`src/rtl/cpu_pkg.sv`:
```
// Shared CPU types: data word, opcode encoding, fetch FSM states and opcode helpers.
package cpu_pkg;

  localparam int unsigned WORD_W = 8;

  typedef logic [WORD_W-1:0] word;

  typedef enum logic [7:0] {
    NOP  = 8'h00,
    ADD  = 8'h01,
    SUB  = 8'h02,
    AND  = 8'h03,
    OR   = 8'h04,
    XOR  = 8'h05,
    WO   = 8'h06,
    HLT  = 8'h07,
    LDI  = 8'h10,
    ADDI = 8'h11,
    SUBI = 8'h12,
    ANDI = 8'h13,
    ORI  = 8'h14,
    JMP  = 8'h20,
    BEQ  = 8'h21,
    BNE  = 8'h22
  } e_instr;

  typedef enum logic [1:0] {
    S_BOOT = 2'd0,
    S_RUN  = 2'd1,
    S_ERR  = 2'd2
  } e_fetch_state;

  // Opcodes followed by an immediate byte; unknown encodings are treated as 1-byte.
  function automatic logic has_imm(input e_instr op);
    case (op)
      LDI, ADDI, SUBI, ANDI, ORI, JMP, BEQ, BNE: has_imm = 1'b1;
      default:                                   has_imm = 1'b0;
    endcase
  endfunction

  function automatic logic [1:0] instr_len(input e_instr op);
    instr_len = 2'd1 + {1'b0, has_imm(op)};
  endfunction

endpackage

```
`src/rtl/instr_fetch.sv`:
```
// Instruction fetch: owns the PC, drives the 1-cycle ROM and hands instructions to the decoder.
// Optional PC overflow trap enabled by defining IFETCH_BOUND_EN.
module instr_fetch
  import cpu_pkg::*;
#(
  parameter int               WORD     = 8,
  parameter logic [WORD-1:0]  RESET_PC = {WORD{1'b0}}
) (
  input  logic            clk,
  input  logic            rst,
  output logic [WORD-1:0] mem_addr,
  input  e_instr          mem_instr,
  input  logic [WORD-1:0] mem_imm,
  output e_instr          dec_instr,
  output logic [WORD-1:0] dec_imm,
  output logic [WORD-1:0] dec_pc,
  output logic            dec_valid,
  input  logic            dec_ready,
  input  logic            redirect,
  input  logic [WORD-1:0] redirect_pc,
  output logic            fetch_err
);

  e_fetch_state    state_r;
  logic [WORD-1:0] pc_r;
  logic            dec_valid_r;
  logic            fetch_err_r;
  logic [WORD-1:0] next_pc_s;
  logic            carry_s;
  logic            advance_s;

  // Sequential successor of pc_r, sized by the opcode currently returned by the ROM.
  always_comb begin
`ifdef IFETCH_BOUND_EN
    {carry_s, next_pc_s} = {1'b0, pc_r} + {{WORD{1'b0}}, 1'b1}
                         + {{WORD{1'b0}}, has_imm(mem_instr)};
`else
    carry_s   = 1'b0;
    next_pc_s = pc_r + {{(WORD-1){1'b0}}, 1'b1} + {{(WORD-1){1'b0}}, has_imm(mem_instr)};
`endif
  end

  // A consumed sequential instruction only advances when it does not trip the bound.
  always_comb begin
    if (dec_ready && !carry_s) begin
      advance_s = 1'b1;
    end else begin
      advance_s = 1'b0;
    end
  end

  // ROM address: the PC that will be current next cycle, so data lines up with pc_r.
  always_comb begin
    mem_addr = pc_r;
    case (state_r)
      S_RUN: begin
        if (redirect) begin
          mem_addr = redirect_pc;
        end else if (advance_s) begin
          mem_addr = next_pc_s;
        end else begin
          mem_addr = pc_r;
        end
      end
      S_BOOT:  mem_addr = pc_r;
      S_ERR:   mem_addr = pc_r;
      default: mem_addr = pc_r;
    endcase
  end

  // Fetch FSM with registered valid/error flags; redirect outranks dec_ready.
  always_ff @(posedge clk) begin
    if (rst) begin
      state_r     <= S_BOOT;
      pc_r        <= RESET_PC;
      dec_valid_r <= 1'b0;
      fetch_err_r <= 1'b0;
    end else begin
      case (state_r)
        S_BOOT: begin
          state_r     <= S_RUN;
          dec_valid_r <= 1'b1;
        end
        S_RUN: begin
          if (redirect) begin
            pc_r <= redirect_pc;
          end else if (dec_ready) begin
            if (carry_s) begin
              state_r     <= S_ERR;
              dec_valid_r <= 1'b0;
              fetch_err_r <= 1'b1;
            end else begin
              pc_r <= next_pc_s;
            end
          end
        end
        S_ERR: begin
          state_r     <= S_ERR;
          dec_valid_r <= 1'b0;
          fetch_err_r <= 1'b1;
        end
        default: begin
          state_r     <= S_BOOT;
          pc_r        <= RESET_PC;
          dec_valid_r <= 1'b0;
          fetch_err_r <= 1'b0;
        end
      endcase
    end
  end

  // Decoder-facing outputs; ROM data is masked whenever nothing valid is presented.
  always_comb begin
    if (dec_valid_r) begin
      dec_instr = mem_instr;
      dec_imm   = mem_imm;
    end else begin
      dec_instr = NOP;
      dec_imm   = {WORD{1'b0}};
    end
  end

  assign dec_pc    = pc_r;
  assign dec_valid = dec_valid_r;

`ifdef IFETCH_BOUND_EN
  assign fetch_err = fetch_err_r;
`else
  assign fetch_err = fetch_err_r & 1'b0;
`endif

endmodule
```
`config.mk`:
```
export PLATFORM = sky130hd
export DESIGN_NAME = instr_fetch
export DESIGN_NICKNAME = d
export VERILOG_FILES = /design/src/rtl/cpu_pkg.sv /design/src/rtl/instr_fetch.sv
export SDC_FILE = /design/constraint.sdc
export NUM_CORES = 1
export LEC_CHECK = 0
export ABC_AREA = 1
export CAP_MARGIN = 0
export CORE_UTILIZATION = 31
export DETAILED_ROUTE_END_ITERATION = 8
export HOLD_SLACK_MARGIN = 0.1
export PLACE_DENSITY = 0.84
export SETUP_SLACK_MARGIN = 0.4
export SLEW_MARGIN = 20
export SYNTH_ARGS = -nofsm -noshare
export SYNTH_HDL_FRONTEND = slang
export SYNTH_SLANG_ARGS = --single-unit
```
`constraint.sdc`:
```
create_clock -name clk -period 3.08 [get_ports clk]
set_input_delay 0.924 -clock clk [delete_from_list [all_inputs] [get_ports clk]]
set_output_delay 0.924 -clock clk [all_outputs]
set_load 0.02 [all_outputs]
```
# After elaboration in Yosys (flattened, before gate mapping)
# Index checks and enable logic that the tools add are counted.
[totals]
ram_bits = 0
elab_cells = 33
rom_bits = 0
input_bits = 28
latch_bits = 0
regBits = 11
n_memories = 0
[op_classes]
n_eq_ne = 11
muxes = 12
magnitude_cmp = 0
add_sub_neg = 2
bitwise_logic = 1
n_div = 0
n_reduce_logical = 4
n_shift = 0
mul = 0
[op_table]
columns = ["operator", "count"]
rows = [
  ["8-bit 2-to-1 mux", 7],
  ["8-bit by 5-bit == test with 1-bit output, second input constant", 5],
  ["8-bit by 6-bit == test with 1-bit output, second input constant", 3],
  ["8-bit case mux with 2 select lines", 1],
  ["8-bit by 1-bit adder with 8-bit output", 1],
  ["8-bit by 1-bit adder with 8-bit output, second input constant", 1],
  ["8-bit OR reduction", 1],
  ["2-bit case mux with 3 select lines", 1],
  ["3-bit inequality test, second input constant", 1],
  ["2-bit by 1-bit == test with 1-bit output, second input constant", 1],
  ["2-bit == test, second input constant", 1],
  ["2-bit logical NOT", 1],
  ["1-bit 2-to-1 mux", 2],
  ["1-bit case mux with 2 select lines", 1],
  ["2-bit AND reduction", 1],
  ["2-bit OR reduction", 1],
  ["1-bit inverter", 1],
]

# Logic depth before layout (Yosys ltp)
# Gate-level depths: netlist (run 1).
[depth]
ltp_word = 7
mapped_depth = 14

# Least setup slack after synthesis (run 1)
# OpenSTA, ideal clock, no wires.
[synth_path]
path_type = "input to output"
startpoint = "in mem_instr[0]"
endpoint = "out mem_addr[6]"
arrival_ps = 2323
setup_slack_ps = -167
path_stages = 12
required_time_ps = 2156
cell_sequence = "o21ai_0 nand2_1 o21ai_0 nand2_1 ha_1 inv_1 ha_1 nand3_1 o21ai_0 nand3_1 nand2_1 o21ai_0"
[synth_via]
elab_chain_len = 7
word_cells_on_any_way = 14
[synth_rtl]
columns = ["element", "line_no", "text"]
rows = [
  ["from (decl)", "instr_fetch.sv:12", "input e_instr mem_instr,"],
  ["8-bit by 5-bit == test with 1-bit output / 8-bit by 6-bit == test with 1-bit output (equally long branches)", "cpu_pkg.sv:35", "case (op)"],
  ["8-bit OR reduction (*)", "cpu_pkg.sv:35", ""],
  ["1-bit 2-to-1 mux (*)", "cpu_pkg.sv:35", ""],
  ["8-bit by 1-bit adder with 8-bit output (*)", "instr_fetch.sv:39", "next_pc_s = pc_r + {{(WORD-1){1'b0}}, 1'b1} + {{(WORD-1){1'b0}}, has_imm(mem_instr)};"],
  ["8-bit 2-to-1 mux (*)", "instr_fetch.sv:59", "end else if (advance_s) begin"],
  ["8-bit 2-to-1 mux (*)", "instr_fetch.sv:57", "if (redirect) begin"],
  ["8-bit 2-to-1 mux (*)", "instr_fetch.sv:55", "case (state_r)"],
  ["to (decl)", "instr_fetch.sv:11", "output logic [WORD-1:0] mem_addr,"],
]
# Every way passes the cells marked *; elsewhere a longest branch is shown, timed or not.

# Worst setup path after layout (run 1)
[layout_path]
startpoint = "in mem_instr[1]"
endpoint = "out mem_addr[6]"
# The elaborated chain is that of the path after synthesis.

==> qor.txt, run 1 <==
Area of the mapped netlist = 852.1 um2
Syn Nets = 178
FF+latch area = 200.2 um2
Largest net degree at the start of global routing = 20
Final Skew = 0.0004181 ns
Worst Tran Pin Value = 0.5180 ns
Setup crit start kind = input port
Core Region = 2545 um2
Final cell count without fillers = 264
Ports = 62
FP Rows = 18
# hold bufs at CTS = 0
RSZ-0062 raised after global routing = yes
CP arrival = 2.37 ns
Critical Path End Type = primary output
Status = finished with violations
WL final = 3184 um
Fin worst setup slack = -0.2091 ns
Leak pwr = 0.9181 nW
Synth warn = 0
DIE WIDTH = 54.43 um
Max Transition Viols Final = 0
Initial Util = 33.48%
Worst Path Max Fanout = 3
Fin Hold WS = 0.4568 ns
Fin crit share = 106.8%
Peak supply drop = 0.0002502 V
Clock sinks = 10
Worst slew margin = 65.36%
Worst-skew pair later-pin latency = 0.27 ns
H-tree Lvls = 1
GRT overflow = 0
PortBufs = 60
Synth cell types = 23
Final Hold Viols = 0
DR DRC count = 0
Root Driver = clkbuf_4
Total power = 497.3 uW
Setup tns final = -1.123 ns
Share of layout cells above drive strength 1 = 39.32%
Initial DRC count = 29
Fmax = 0.3040 GHz
Routed vias/inst = 4.625
Syn Area/Cell = 5.757 um2
Multi-input gate area = 676.9 um2
First-pass GRT wire length = 4733 um
Yosys reg bits = 10
Finished layout cell area = 1838 um2
Hold Path Class = flip-flop to flip-flop
Nets = 266
Clock Path Buffers = 2
Kind of critical path = input port to primary output
DRT Pass-1 Iters = 4
Total track usage = 22.66%
Power Density = 270.6 nW/um2
Dpl cell area = 1668 um2
Hpwl dp = 2268 um
Fillers = 203
Critical Path RT = 2.16 ns
Min cycle time layout = 3.289 ns
Detailed-route via count = 1221
Util after Layout = 72.22%
Post-Place Cells = 243
Drt wl/cell = 12.06 um
Die area = 2962 um2
Clock-pin slew on the worst setup and hold paths = 0.07 ns
Number of global-route vias before repair = 1077
Synthesized instance count = 148
Placement Setup Slack = -1.112 ns
Number of CTS-inserted buffers = 3
Area Growth Syn to Fin = 115.7%
Die H = 54.43 um
Final setup viols = 8
Gpl congestion = 0.7792
Antenna viol nets, final = 0
Post-synthesis sequential area ratio = 23.49%
Max Cap Viol = 0
Initial antenna violation count = 0
Violated checks = negative setup slack
Antenna cells = 0
CTS tree = yes
==> worst max-delay path: stages <==
cell and delay [ns]:
buf_8 0.10, o21ai_2 0.12, nand2_1 0.05, o21ai_1 0.07, nand2_1 0.10, ha_4 0.18
inv_2 0.06, ha_4 0.15, nand3_4 0.09, nor2_4 0.12, nand2_1 0.07, nand3_2 0.07
nand2_2 0.07, o21ai_4 0.06, buf_6 0.13
==> routing by layer <==
metal / wire length, um / global-route usage [%]
met1: 1353 / 24.96
met2: 1635 / 40.24
met3: 109 / 6.389
met4: 85 / 9.402
met5: 0 / 0
==> placed cells by master, fill, tap and decap left out, drive strengths merged <==
master,n
clkbuf,3
ha,2
clkdlybuf4s15,3
dlygate4sd2,3
nor3,2
nand3,11
a21oi,8
or2,1
nand2,50
nor2,16
inv,28
dlymetal6s2s,2
conb,1
xor2,1
buf,48
o21ai,10
xnor2,1
dfxtp,10
clkdlybuf4s50,31
o211ai,3
==> cell type report <==
class / instances / area share (%)
timing repair buffer: 87 / 43.16
multi-input combinational: 106 / 36.83
sequential: 10 / 10.89
inverter: 28 / 5.854
tap: 30 / 2.042
clock buffer: 3 / 1.225
==> cells in the mapped netlist, drive strengths merged <==
cell    instances  area, um2
o211ai          3      22.52
xnor2           1      8.760
or2             1      6.260
nor2           16      67.56
nand3          10      67.57
ha              2      25.02
inv            28      105.1
dfxtp          10      200.2
clkbuf          2      7.510
a21oi           8      47.55
nor3            2      10.01
xor2            1      8.760
nand2          50      195.2
buf             3      22.52
o21ai          10      53.80
conb            1      3.750
==> where the power goes <==
group          switching [mW]  total (mW)  internal [mW]
sequential             0.0115       0.148          0.136
clock                  0.0508      0.0962         0.0454
combinational           0.122       0.253          0.131
total                   0.185       0.497          0.313
==> state kept, by name, indices dropped and copies added (netlist names) <==
name     flops
state_r      2
dec_pc       8
==> path summary, 6_finish.rpt <==
path                startpoint           to  slack (ns)  depth (start not counted)
setup / recovery  mem_instr[1]  mem_addr[6]       -0.21                         15
hold / removal      state_r[1]   state_r[0]        0.46                          1
setup reg to reg     dec_pc[0]    dec_pc[4]        0.46                         19
hold reg to reg     state_r[1]   state_r[0]        0.46                          1
==> cells by family (layout without fill, tap and decap cells) <==
family / count (synthesis) / count (layout) / synth area share [%]
other: 1 / 1 / 0.4401
adders and majority gates: 2 / 2 / 2.936
buffers and inverters: 33 / 118 / 15.86
and+or+nand+nor: 79 / 80 / 40.68
xor gates and xnor gates: 2 / 2 / 2.056
AOI/OAI and AO/OA: 21 / 21 / 14.54
DFF: 10 / 10 / 23.49
==> timing repair <==
item / 4_1_cts / 5_1_grt
resized for setup: 114 / 16
gates cloned: 1 / 0
endpoints found under the setup margin: 24 / 20
setup buffers: 14 / 3
hold endpoints to repair: 0 / 0
pin swaps: 16 / 11
(Power assumes the default switching activity.)
==> run 2: changes to the inputs <==
--- a/config.mk
+++ b/config.mk
@@ -9,6 +9,7 @@
 export CAP_MARGIN = 0
 export CORE_UTILIZATION = 31
 export DETAILED_ROUTE_END_ITERATION = 8
+export GPL_ROUTABILITY_DRIVEN = 0
 export HOLD_SLACK_MARGIN = 0.1
 export PLACE_DENSITY = 0.84
 export SETUP_SLACK_MARGIN = 0.4
==> constraint.sdc (replaced) <==
create_clock -name clk -period 3.08 [get_ports clk]
set_input_delay 0.924 -clock clk [delete_from_list [all_inputs] [get_ports clk]]
set_output_delay 0.924 -clock clk [all_outputs]
set_load 0.005 [all_outputs]
==> qor.txt, run 2 (synthesis results as in run 1) <==
Status = finished with violations
Violated checks = negative setup slack
Clock sinks = 10 (unchanged)
Ports = 62 (unchanged)
Slowest-stage cell, CP = ha_4
Dpl cell area = 1622 um2 (-2.8%)
Fin Hold WS = 0.4627 ns (+0.005877 ns)
Die H = 54.43 um (unchanged)
Met1 GRT Util = 24.22% (-0.74 points)
Detailed-route via count = 1274 (+4.3%)
Final Hold Viols = 0 (unchanged)
Power Density = 258.9 nW/um2 (-4.3%)
Setup crit start kind = input port
Antenna cells = 0 (unchanged)
Worst-skew pair later-pin latency = 0.28 ns (about the same)
Post-Place Cells = 249 (+2.5%)
FP Rows = 18 (unchanged)
Hold Path Class = flip-flop to flip-flop
Worst r2r dst = dec_pc[5]
Clock Path Buffers = 2 (unchanged)
Antenna viol nets, final = 0 (unchanged)
Max Cap Viol = 0 (unchanged)
Worst Path Max Fanout = 4 (+1)
Leak pwr = 1.005 nW (+9.4%)
Finished layout cell area = 1928 um2 (+4.9%)
Worst reg-to-reg path cell count = 19 (unchanged)
Placement Setup Slack = -0.9536 ns (+0.1587 ns)
Final Skew = 0.003299 ns (+0.002881 ns)
Drt wl/cell = 11.83 um (-1.9%)
DIE WIDTH = 54.43 um (unchanged)
Fmax = 0.3078 GHz (+1.2%)
M3 GR Usage = 5.278% (-1.1 points)
Total track usage = 21.83% (-0.84 points)
Largest net degree at the start of global routing = 20 (unchanged)
Setup tns final = -0.9934 ns (+0.1298 ns)
Initial Util = 33.48% (unchanged)
Most frequent cells in the layout = nand2_1, buf_4, clkdlybuf4s50_1
Worst path bufs/invs = 14 (+11)
Worst Hold Depth = 1 (unchanged)
Worst R2R Start = dec_pc[0]
Total power = 499.1 uW (+0.37%)
CP max stage delay = 0.17 ns (about the same)
Critical Path RT = 3.29 ns (+1.13 ns)
Core Region = 2545 um2 (unchanged)
Fin crit share = 105.5% (-1.3 points)
DR DRC count = 0 (unchanged)
GRT overflow = 0 (unchanged)
Final setup viols = 8 (unchanged)
RSZ-0062 raised after global routing = yes
Root Driver = clkbuf_4
Die area = 2962 um2 (unchanged)
DRT Pass-1 Iters = 4 (unchanged)
Clock-pin slew on the worst setup and hold paths = 0.07 ns (about the same)
Util after Layout = 75.76% (+3.5 points)
Min cycle time layout = 3.249 ns (-0.04036 ns)
CP Cell Sequence = buf_6 -> inv_2 -> nand3_2 -> o21ai_1 -> nand2_1 -> ha_4 -> buf_4 -> nor2_4 -> nand3_1 -> nand3_2 -> nand2_2 -> buf_4 -> buf_4 -> buf_4 -> buf_4 -> buf_4 -> buf_4 -> buf_4 -> buf_4 -> buf_4 -> buf_4 -> buf_4 -> a21oi_2
Nets = 286 (+7.5%)
CTS tree = yes
CP arrival = 3.46 ns (+1.09 ns)
Critical Path End Type = flip-flop
Family with the most delay on the worst path = buffers and inverters
Area Growth Syn to Fin = 126.3%
Hold_sp = state_r[1]
GRT met2 Usage = 40.65% (+0.41 points)
Hpwl dp = 2049 um (-9.7%)
Share of layout cells above drive strength 1 = 37.65% (-1.7 points)
Final cell count without fillers = 285 (+8.0%)
GRT Max-Usage Layer = met2
Commonest non-fill, non-tap cell in the layout = nand2_1
H-tree Lvls = 1 (unchanged)
Max reg flops = 8 (unchanged)
R2R setup slack = 0.47 ns (about the same)
Kind of critical path = input port to flip-flop
Number of global-route vias before repair = 1066 (-1.0%)
First-pass GRT wire length = 4602 um (-2.8%)
Crit. Startpoint = mem_instr[4]
Routed vias/inst = 4.470 (-3.3%)
Max Transition Viols Final = 0 (unchanged)
Fin worst setup slack = -0.1687 ns (+0.04037 ns)
PortBufs = 60 (unchanged)
Initial antenna violation count = 0 (unchanged)
WL final = 3372 um (+5.9%)
Number of CTS-inserted buffers = 3 (unchanged)
Peak supply drop = 0.0002573 V (+2.8%)
Endpoint, Worst Hold = state_r[0]
Initial DRC count = 31 (+6.9%)
Most used cell, CP = buf_4
## run 2: changes by cell type in the layout (fill, tap and decap cells not counted), moves of 3 or more
| cell | change |
|---|---|
| nand2_1 | +5 |
| buf_4 | +10 |
| dlygate4sd2_1 | +5 |
| buf_6 | +6 |
| o21ai_1 | +3 |
| o21ai_4 | -4 |
| nand2_2 | -4 |
## run 2: worst max-delay path by stage
stage | endpoint | slack, ns | cells past startpoint
finish | dec_pc[5] | -0.17 | 23
global route | dec_pc[5] | -0.29 | 23
CTS | mem_addr[6] | -0.16 | 14
detailed placement | mem_addr[6] | -0.95 | 16
global placement | mem_addr[6] | -0.91 | 16
floorplan | mem_addr[6] | 0.13 | 13
## run 2: power by group
part           total, mW  switching, mW  internal [mW]
clock              0.124         0.0518         0.0720
sequential         0.147         0.0109          0.136
combinational      0.228         0.0868          0.141
total              0.499          0.150          0.350
## run 2: layout make-up
class,count,area [um2]
inverters,28,110.1
multi-input cells,105,591.8
well taps,30,37.54
fillers,190,616.8
flip-flops and latches,10,200.2
clock buffers,4,36.28
repair buffers,108,952.2
## run 2: per-layer routing
metal	up-vias	part of all wire (%)
met5	-	0
met4	0	1.3
met3	9	4.4
met2	33	52
met1	570	42
li1	662	-
## run 2: repair_timing
item	in CTS	in global routing
pin swaps	24	7
gates resized for setup	82	21
hold endpoints to repair	0	0
setup buffers	28	4
hold buffers	0	0
setup endpoints to repair	24	12
